==> config.mk <==
export PLATFORM = sky130hd
export DESIGN_NAME = mem_arbiter
export DESIGN_NICKNAME = d
export VERILOG_FILES = /design/src/rtl/mem_arbiter.sv
export SDC_FILE = /design/constraint.sdc
export NUM_CORES = 1
export LEC_CHECK = 0
export ABC_AREA = 1
export CORE_AREA = 2 2 105 107
export DETAILED_ROUTE_END_ITERATION = 16
export DIE_AREA = 0 0 107 109
export SLEW_MARGIN = 25
export SYNTH_ARGS = -nofsm -noshare
export SYNTH_HDL_FRONTEND = slang
export SYNTH_SLANG_ARGS = --single-unit
==> constraint.sdc <==
create_clock -name CLK -period 1.7 [get_ports CLK]
set_input_delay 0.51 -clock CLK [delete_from_list [all_inputs] [get_ports CLK]]
set_output_delay 0.51 -clock CLK [all_outputs]
set_load 0.02 [all_outputs]
==> src/rtl/mem_arbiter.sv <==
// Arbitrates one shared RAM port between an instruction fetch path and a data path.
// Data normally wins; a starvation counter forces an instruction grant after STARVE_MAX data grants.
module mem_arbiter #(
    parameter int STARVE_MAX = 4
) (
    input  logic        CLK,
    input  logic        nRST,
    input  logic        iREN,
    input  logic [31:0] iaddr,
    output logic [31:0] iload,
    output logic        iwait,
    input  logic        dREN,
    input  logic        dWEN,
    input  logic [31:0] daddr,
    input  logic [31:0] dstore,
    output logic [31:0] dload,
    output logic        dwait,
    output logic        ramREN,
    output logic        ramWEN,
    output logic [31:0] ramaddr,
    output logic [31:0] ramstore,
    input  logic [31:0] ramload,
    input  logic [1:0]  ramstate,
    output logic        ram_err
);

    localparam int CNT_W = $clog2(STARVE_MAX + 1);
    localparam logic [CNT_W-1:0] STARVE_LIM = CNT_W'(STARVE_MAX);
    localparam logic [CNT_W-1:0] CNT_ONE    = CNT_W'(1);
    localparam logic [CNT_W-1:0] CNT_ZERO   = {CNT_W{1'b0}};
    localparam logic [1:0] RAM_ACCESS = 2'd2;
    localparam logic [1:0] RAM_ERROR  = 2'd3;

    typedef enum logic [1:0] {
        IDLE = 2'd0,
        IGNT = 2'd1,
        DGNT = 2'd2
    } state_t;

    state_t           state_r;
    state_t           state_s;
    logic [CNT_W-1:0] starve_r;
    logic [CNT_W-1:0] starve_s;
    logic             ram_err_r;
    logic             ram_err_s;
    logic             dreq_s;
    logic             i_force_s;

    assign dreq_s    = dREN | dWEN;
    assign i_force_s = iREN & (starve_r == STARVE_LIM);

    // State, starvation counter and sticky error flag.
    always_ff @(posedge CLK or negedge nRST) begin
        if (!nRST) begin
            state_r   <= IDLE;
            starve_r  <= CNT_ZERO;
            ram_err_r <= 1'b0;
        end else begin
            state_r   <= state_s;
            starve_r  <= starve_s;
            ram_err_r <= ram_err_s;
        end
    end

    // Arbitration, grant sequencing and combinational RAM/requester steering.
    always_comb begin
        state_s   = state_r;
        starve_s  = starve_r;
        ram_err_s = ram_err_r;
        ramREN    = 1'b0;
        ramWEN    = 1'b0;
        ramaddr   = 32'd0;
        ramstore  = 32'd0;
        iload     = 32'd0;
        dload     = 32'd0;
        case (state_r)
            IDLE: begin
                if (dreq_s && !i_force_s) begin
                    state_s = DGNT;
                    if (iREN) begin
                        if (starve_r != STARVE_LIM) begin
                            starve_s = starve_r + CNT_ONE;
                        end else begin
                            starve_s = starve_r;
                        end
                    end else begin
                        starve_s = CNT_ZERO;
                    end
                end else if (iREN) begin
                    state_s  = IGNT;
                    starve_s = CNT_ZERO;
                end else begin
                    state_s  = IDLE;
                    starve_s = CNT_ZERO;
                end
            end
            IGNT: begin
                if (!iREN) begin
                    state_s = IDLE;
                end else begin
                    ramREN  = 1'b1;
                    ramaddr = iaddr;
                    if (ramstate == RAM_ACCESS) begin
                        iload   = ramload;
                        state_s = IDLE;
                    end else if (ramstate == RAM_ERROR) begin
                        ram_err_s = 1'b1;
                        state_s   = IDLE;
                    end else begin
                        state_s = IGNT;
                    end
                end
            end
            DGNT: begin
                if (!dreq_s) begin
                    state_s = IDLE;
                end else begin
                    ramaddr = daddr;
                    // A simultaneous read and write is serviced as the write.
                    if (dWEN) begin
                        ramWEN   = 1'b1;
                        ramstore = dstore;
                    end else begin
                        ramREN = 1'b1;
                    end
                    if (ramstate == RAM_ACCESS) begin
                        dload   = ramload;
                        state_s = IDLE;
                    end else if (ramstate == RAM_ERROR) begin
                        ram_err_s = 1'b1;
                        state_s   = IDLE;
                    end else begin
                        state_s = DGNT;
                    end
                end
            end
            default: begin
                state_s = IDLE;
            end
        endcase
    end

    assign iwait   = iREN & ~((state_r == IGNT) & (ramstate == RAM_ACCESS));
    assign dwait   = dreq_s & ~((state_r == DGNT) & (ramstate == RAM_ACCESS));
    assign ram_err = ram_err_r;

endmodule

==> impl_metrics.csv, run 1 <==
group,metric,value,unit
worst_setup_path,worstPathArrival,1.69,ns
floorplan,fp.dieH,109,um
worst_setup_path,r2r_slack,0.15,ns
synthesis,yosysSeqAreaShare,0.0919,
finish,final_nets,831,
synthesis,synthTopCellsByArea,"nand2_1, nor2_1, a21oi_1",
finish,final_common_cell,"buf_6",
floorplan,core-area,0.0106,mm^2
drt,vias,3539,
power_and_ir_drop,peakVddDrop,0.817,mV
finish,multiInputGateArea,0.00239,mm^2
worst_hold_path,hold_path.class,"reg -> reg",
synthesis,yosys.area.top_type_share,0.266,
worst_hold_path,min_to,"ram_err",
flow_run,maxCapViolCount,0,
synthesis,syn_nets,490,
global_route,grt_max_degree,20,
place,placed_cells,764,
timing,setup_slack,-0.496,ns
synthesis,syn_inst,348,
timing,setup-tns-final,-50.42,ns
worst_setup_path,reg2reg_depth,9,
drt,viasPerCell,4.28,
synthesis,synth_area,0.00163,mm^2
place,dp_slack,-1.09,ns
clock_tree,clkSlewWorstSetupHoldPaths,0.03,ns
finish,layout_common_cells,"buf_6, clkdlybuf4s50_1, nor2_4",
worst_setup_path,critPathMaxFanout,5,
floorplan,io_pins,268,
power_and_ir_drop,p_total,6.52,mW
floorplan,die_w,107,um
finish,diodes,0,
global_route,grt_pass1_vias,3756,
worst_setup_path,reg2reg_to,"ram_err",
synthesis,avgSynthCellArea,4.70,um^2
place,port_buffers,267,
clock_tree,cts_sinks,6,
worst_hold_path,hp-start,"ram_err",
floorplan,rows,38,
global_route,antenna_found_initial,0,
place,routabilityCongestion,0.777,
global_route,grt-ovfl-total,0,
clock_tree,cts-root-buf,"clkbuf_8",
worst_setup_path,crit_path_top_delay_cell,"dfrtp_1",
synthesis,synth.largest_area_cell,"nand2_1",
finish,regArea,150,um^2
clock_tree,cts_hold_buffers,0,
drt,drc_errors,0,
worst_setup_path,crit_buf_inv,6,
clock_tree,clock_path_buffers,2,
worst_setup_path,startpoint,"state_r[1]",
worst_setup_path,crit_type,"reg -> out",
clock_tree,clk_latency,0.22,ns
timing,final_hold_viol_count,0,
floorplan,die_area,0.0117,mm^2
timing,hold-worst-slack,0.453,ns
drt,wire_per_inst,15.3,um
power_and_ir_drop,pwr_density_cell,925,mW/mm^2
timing,fin_skew,0.00538,ns
status,violations,"setup timing",
timing,slew_headroom,0.815,
drt,routed_wl,12600,um
synthesis,ys_ff_latch,6,
worst_setup_path,start_kind,"register",
global_route,grtUsageTotal,0.202,
worst_setup_path,critPathRequiredTime,1.19,ns
finish,drive_gt1_frac,0.614,
synthesis,yosys_warnings,0,
worst_setup_path,critical-path-top-delay-family,"buffers and inverters",
timing,slew_viol_final,0,
worst_setup_path,crit_top_cell,"buf_6",
timing,post-route-period-util,1.29,
clock_tree,htree_levels,1,
worst_setup_path,end_kind,"output pin",
finish,nFillCells,868,
power_and_ir_drop,leakagePower,2.97,nW
floorplan,start_util,0.154,
worst_setup_path,worstPathCellList,"inv_2 -> buf_6 -> ha_4 -> clkinv_8 -> buf_12 -> buf_16 -> a21oi_4 -> buf_6",
drt,drtIter0Drc,96,
timing,tightest_slew,0.276,ns
clock_tree,cts_tree,"done",
drt,firstDrtPassIters,4,
place,dp_hpwl,8480,um
finish,area_growth_syn_to_layout,331,%
worst_setup_path,rr_startpoint,"state_r[1]",
worst_setup_path,cpPeakStageDelay,0.39,ns
worst_hold_path,holdPathStages,2,
synthesis,yosysUniqueCellTypes,19,
drt,drtAntennaViolNets,0,
timing,setup_viol,132,
timing,rsz0062_at_grt,"yes",
global_route,grt_pass1_wl,18900,um
timing,fin_crit,2.20,ns
timing,clock.fmax,455,MHz
finish,final_cells,827,
clock_tree,cts_buffers,3,
status,status,"complete, but fails checks",
[worst max path at each step]
stage,end,cells after the start
after CTS,ramaddr[26],9
after floorplan,ramaddr[0],7
after global placement,dload[1],7
after detailed placement,ramaddr[23],7
final,ramaddr[24],8
after global routing,ramaddr[19],9
[state kept, by name (all words and copies together), names as in the netlist]
register,flops
starve_r,3
ram_err,1
state_r,2
[cells in the mapped netlist]
| cell type | count |
|---|---|
| a21oi_1 | 36 |
| buf_1 | 3 |
| buf_2 | 6 |
| buf_4 | 5 |
| buf_6 | 5 |
| clkbuf_1 | 3 |
| clkinv_1 | 1 |
| dfrtp_1 | 6 |
| ha_1 | 7 |
| inv_1 | 46 |
| inv_2 | 2 |
| nand2_1 | 116 |
| nand2_2 | 2 |
| nand2_4 | 1 |
| nand3_1 | 7 |
| nor2_1 | 99 |
| nor2_2 | 1 |
| o21ai_0 | 1 |
| xor2_1 | 1 |
[logic make-up (layout without fill, tap and decap cells)]
kind of cell,count (synthesis),after routing,share of synthesized area
adders and majority gates,7,7,0.0536
xor gates and xnor gates,1,1,0.00536
AOI/OAI and AO/OA,37,37,0.113
buffers and inverters,71,410,0.202
DFF,6,6,0.0919
and+or+nand+nor,226,226,0.534
[power breakdown]
group / internal (mW) / leakage [nW] / switching [mW]
combinational: 3.13 / 2.87 / 2.95
clock: 0.152 / 0.0216 / 0.0551
sequential: 0.188 / 0.0745 / 0.0455
total: 3.47 / 2.97 / 3.05
[stage by stage]
step	utilization	instance area, um^2
2_1_floorplan	-	2610
3_3_place_gp	0.527	5590
3_5_place_dp	0.527	5590
4_1_cts	0.659	6990
5_1_grt	0.665	7050
6_report	0.665	7050
[what timing repair did]
action / 4_1_cts / 5_1_grt
setup endpoints to repair: 132 / 134
pin swaps: 28 / 38
hold endpoints to repair: 0 / 0
gates cloned: 14 / 2
resized for setup: 865 / 90
buffers inserted: 48 / 11
[final cells by class]
| class | instances | area share |
|---|---|---|
| clock buffers | 3 | 0.00586 |
| inverters | 49 | 0.0307 |
| multi-input cells | 271 | 0.339 |
| flip-flops and latches | 6 | 0.0213 |
| well taps | 140 | 0.0249 |
| repair buffers | 358 | 0.579 |
[tightest hold or removal path, cell delays in order, from the launching register on]
cell and delay (ns):
dfrtp_1 0.33, inv_1 0.04, nand2_1 0.05
[layer usage]
metal	wire length, um	GRT usage
met5	0	0
met1	4360	0.209
met2	6990	0.406
met3	1100	0.0562
met4	159	0.0380
Power figures use the tool's default switching activity.
==> inputs of run 2 (changes only) <==
PLACE_DENSITY = 0.64   (was not set)
==> run 2 against run 1 <==
The flow still finishes with violations (setup timing); die area did not move; core utilization fell by 5.0 points; sequential power barely moved; maximum frequency rose by 2.8%; global-route usage fell by 3.4 points; via count fell by 5.2%; final cell count fell by 4.0%; combinational power fell by 11%; critical path depth did not move; largest power group unchanged.
==> impl_metrics.csv, run 2 (synthesis results as in run 1) <==
group,metric,value,unit
floorplan,core-area,0.0106,mm^2
flow_run,maxCapViolCount,0,
worst_setup_path,r2r_slack,0.20,ns
status,violations,"setup timing",
drt,routed_wl,11000,um
drt,drtAntennaViolNets,0,
power_and_ir_drop,peakVddDrop,0.837,mV
worst_hold_path,holdPathStages,2,
drt,firstDrtPassIters,4,
floorplan,die_w,107,um
timing,setup-tns-final,-48.30,ns
worst_setup_path,start_kind,"register",
clock_tree,cts_tree,"done",
global_route,grtUsageTotal,0.168,
power_and_ir_drop,pwr-share-seq,0.040,
clock_tree,clock_path_buffers,2,
timing,setup_slack,-0.436,ns
finish,fin_util,0.615,
place,placed_cells,762,
worst_setup_path,crit_type,"reg -> out",
place,routabilityCongestion,0.758,
worst_hold_path,min_to,"ram_err",
worst_setup_path,worstPathArrival,1.63,ns
place,dp_slack,-1.12,ns
drt,drtIter0Drc,83,
finish,regMostFlops,"starve_r",
timing,slew_viol_final,0,
worst_setup_path,critPathMaxFanout,12,
place,dp_hpwl,8160,um
power_and_ir_drop,leakagePower,2.64,nW
worst_setup_path,path_depth,8,
timing,rsz0062_at_grt,"yes",
finish,drive_gt1_frac,0.590,
floorplan,rows,38,
worst_setup_path,critical-path-top-delay-family,"flip-flops",
drt,vias,3356,
timing,post-route-period-util,1.26,
floorplan,io_pins,268,
worst_setup_path,crit_buf_inv,3,
power_and_ir_drop,p_sw,2.86,mW
drt,drc_errors,0,
timing,clock.fmax,468,MHz
clock_tree,htree_levels,1,
clock_tree,clkSlewWorstSetupHoldPaths,0.03,ns
worst_setup_path,worstPathCellList,"inv_4 -> ha_4 -> nand2_4 -> nand2_8 -> buf_12 -> nand2_1 -> a21oi_4 -> buf_4",
clock_tree,cts_hold_buffers,0,
floorplan,start_util,0.154,
worst_hold_path,hold_path.class,"reg -> reg",
finish,final_nets,797,
global_route,grt_pass1_wl,15900,um
worst_setup_path,crit_path_top_delay_cell,"dfrtp_2",
global_route,grt_pass1_vias,3403,
finish,final_common_cell,"clkdlybuf4s50_1",
worst_setup_path,reg2reg_depth,9,
power_and_ir_drop,switching_share,0.488,
clock_tree,cts_buffers,3,
worst_setup_path,end_kind,"output pin",
worst_hold_path,hp-start,"ram_err",
clock_tree,cts-root-buf,"clkbuf_8",
worst_setup_path,critPathRequiredTime,1.19,ns
global_route,grt_max_degree,20,
finish,design_area,0.00652,mm^2
finish,layout_common_cells,"clkdlybuf4s50_1, buf_6, nor2_4",
timing,tightest_slew,0.258,ns
worst_setup_path,reg2reg_to,"ram_err",
timing,final_hold_viol_count,0,
timing,fin_skew,0.00231,ns
timing,fin_crit,2.14,ns
timing,setup_viol,132,
power_and_ir_drop,intPower,3.00,mW
floorplan,die_area,0.0117,mm^2
status,status,"complete, but fails checks",
worst_setup_path,rr_startpoint,"state_r[1]",
clock_tree,clk_latency,0.22,ns
power_and_ir_drop,pwr_density_cell,898,mW/mm^2
global_route,antenna_found_initial,1,
floorplan,fp.dieH,109,um
power_and_ir_drop,combPwrFrac,0.924,
drt,viasPerCell,4.23,
finish,area_growth_syn_to_layout,299,%
place,placed_area,0.00557,mm^2
worst_setup_path,cpPeakStageDelay,0.42,ns
drt,wire_per_inst,13.8,um
place,port_buffers,267,
timing,slew_headroom,0.828,
finish,largest_reg_flops,3,
finish,final_cells,794,
global_route,grt-ovfl-total,0,
power_and_ir_drop,pwr-share-clk,0.036,
clock_tree,cts_sinks,6,
[run 2: what timing repair did]
item,in CTS,in global routing
setup endpoints to repair,133,132
setup buffers,5,9
gates cloned,6,8
hold endpoints to repair,0,0
pin swaps,6,4
gates resized for setup,818,73
[run 2: power groups by stage]
stage,sequential [mW],clock (mW),combinational (mW)
detailed placement,0.229,0,4.21
global route,0.239,0.228,5.73
finish,0.232,0.211,5.41
global placement,0.228,0,4.17
CTS,0.230,0.219,4.76
floorplan,0.228,0,2.73
[run 2: metrics by stage]
step	power, mW	hold slack, ns
after floorplan	2.96	0.214
after detailed placement	4.44	0.459
after CTS	5.21	0.463
after global placement	4.39	0.454
after global routing	6.20	0.502
final	5.86	0.454
[run 2: final cells by class]
| class | instances | area, um^2 |
|---|---|---|
| Antenna cell | 1 | 2.50 |
| Clock buffer | 3 | 41.3 |
| Fill cell | 911 | 4080 |
| Inverter | 49 | 214 |
| Multi-Input combinational cell | 271 | 2320 |
| Sequential cell | 6 | 151 |
| Tap cell | 140 | 175 |
| Timing Repair Buffer | 324 | 3610 |
[run 2: worst register-to-register path, delay by kind of cell, from the launching register on]
family	cells	cell delay [ns]
flops	1	0.37
simple gates	3	0.26
fa+ha+maj	1	0.29
buf+inv	5	0.52
[run 2: worst max-delay path by stage]
stage                     from     endpoint  slack [ns]
floorplan           state_r[1]   ramaddr[0]       -0.09
global placement          iREN       ramREN       -1.09
detailed placement        iREN       ramREN       -1.12
CTS                 state_r[0]  ramaddr[13]       -0.51
global route        state_r[0]  ramaddr[23]       -0.51
finish              state_r[0]  ramaddr[17]       -0.44
[run 2: metal layers]
| metal | up-vias | part of all wire | GRT usage | wire (um) |
|---|---|---|---|---|
| li1 | 1644 | - | - | - |
| met1 | 1537 | 0.33 | 0.168 | 3650 |
| met2 | 162 | 0.57 | 0.341 | 6250 |
| met3 | 13 | 0.085 | 0.0460 | 930 |
| met4 | 0 | 0.014 | 0.0417 | 158 |
| met5 | - | 0 | 0 | 0 |
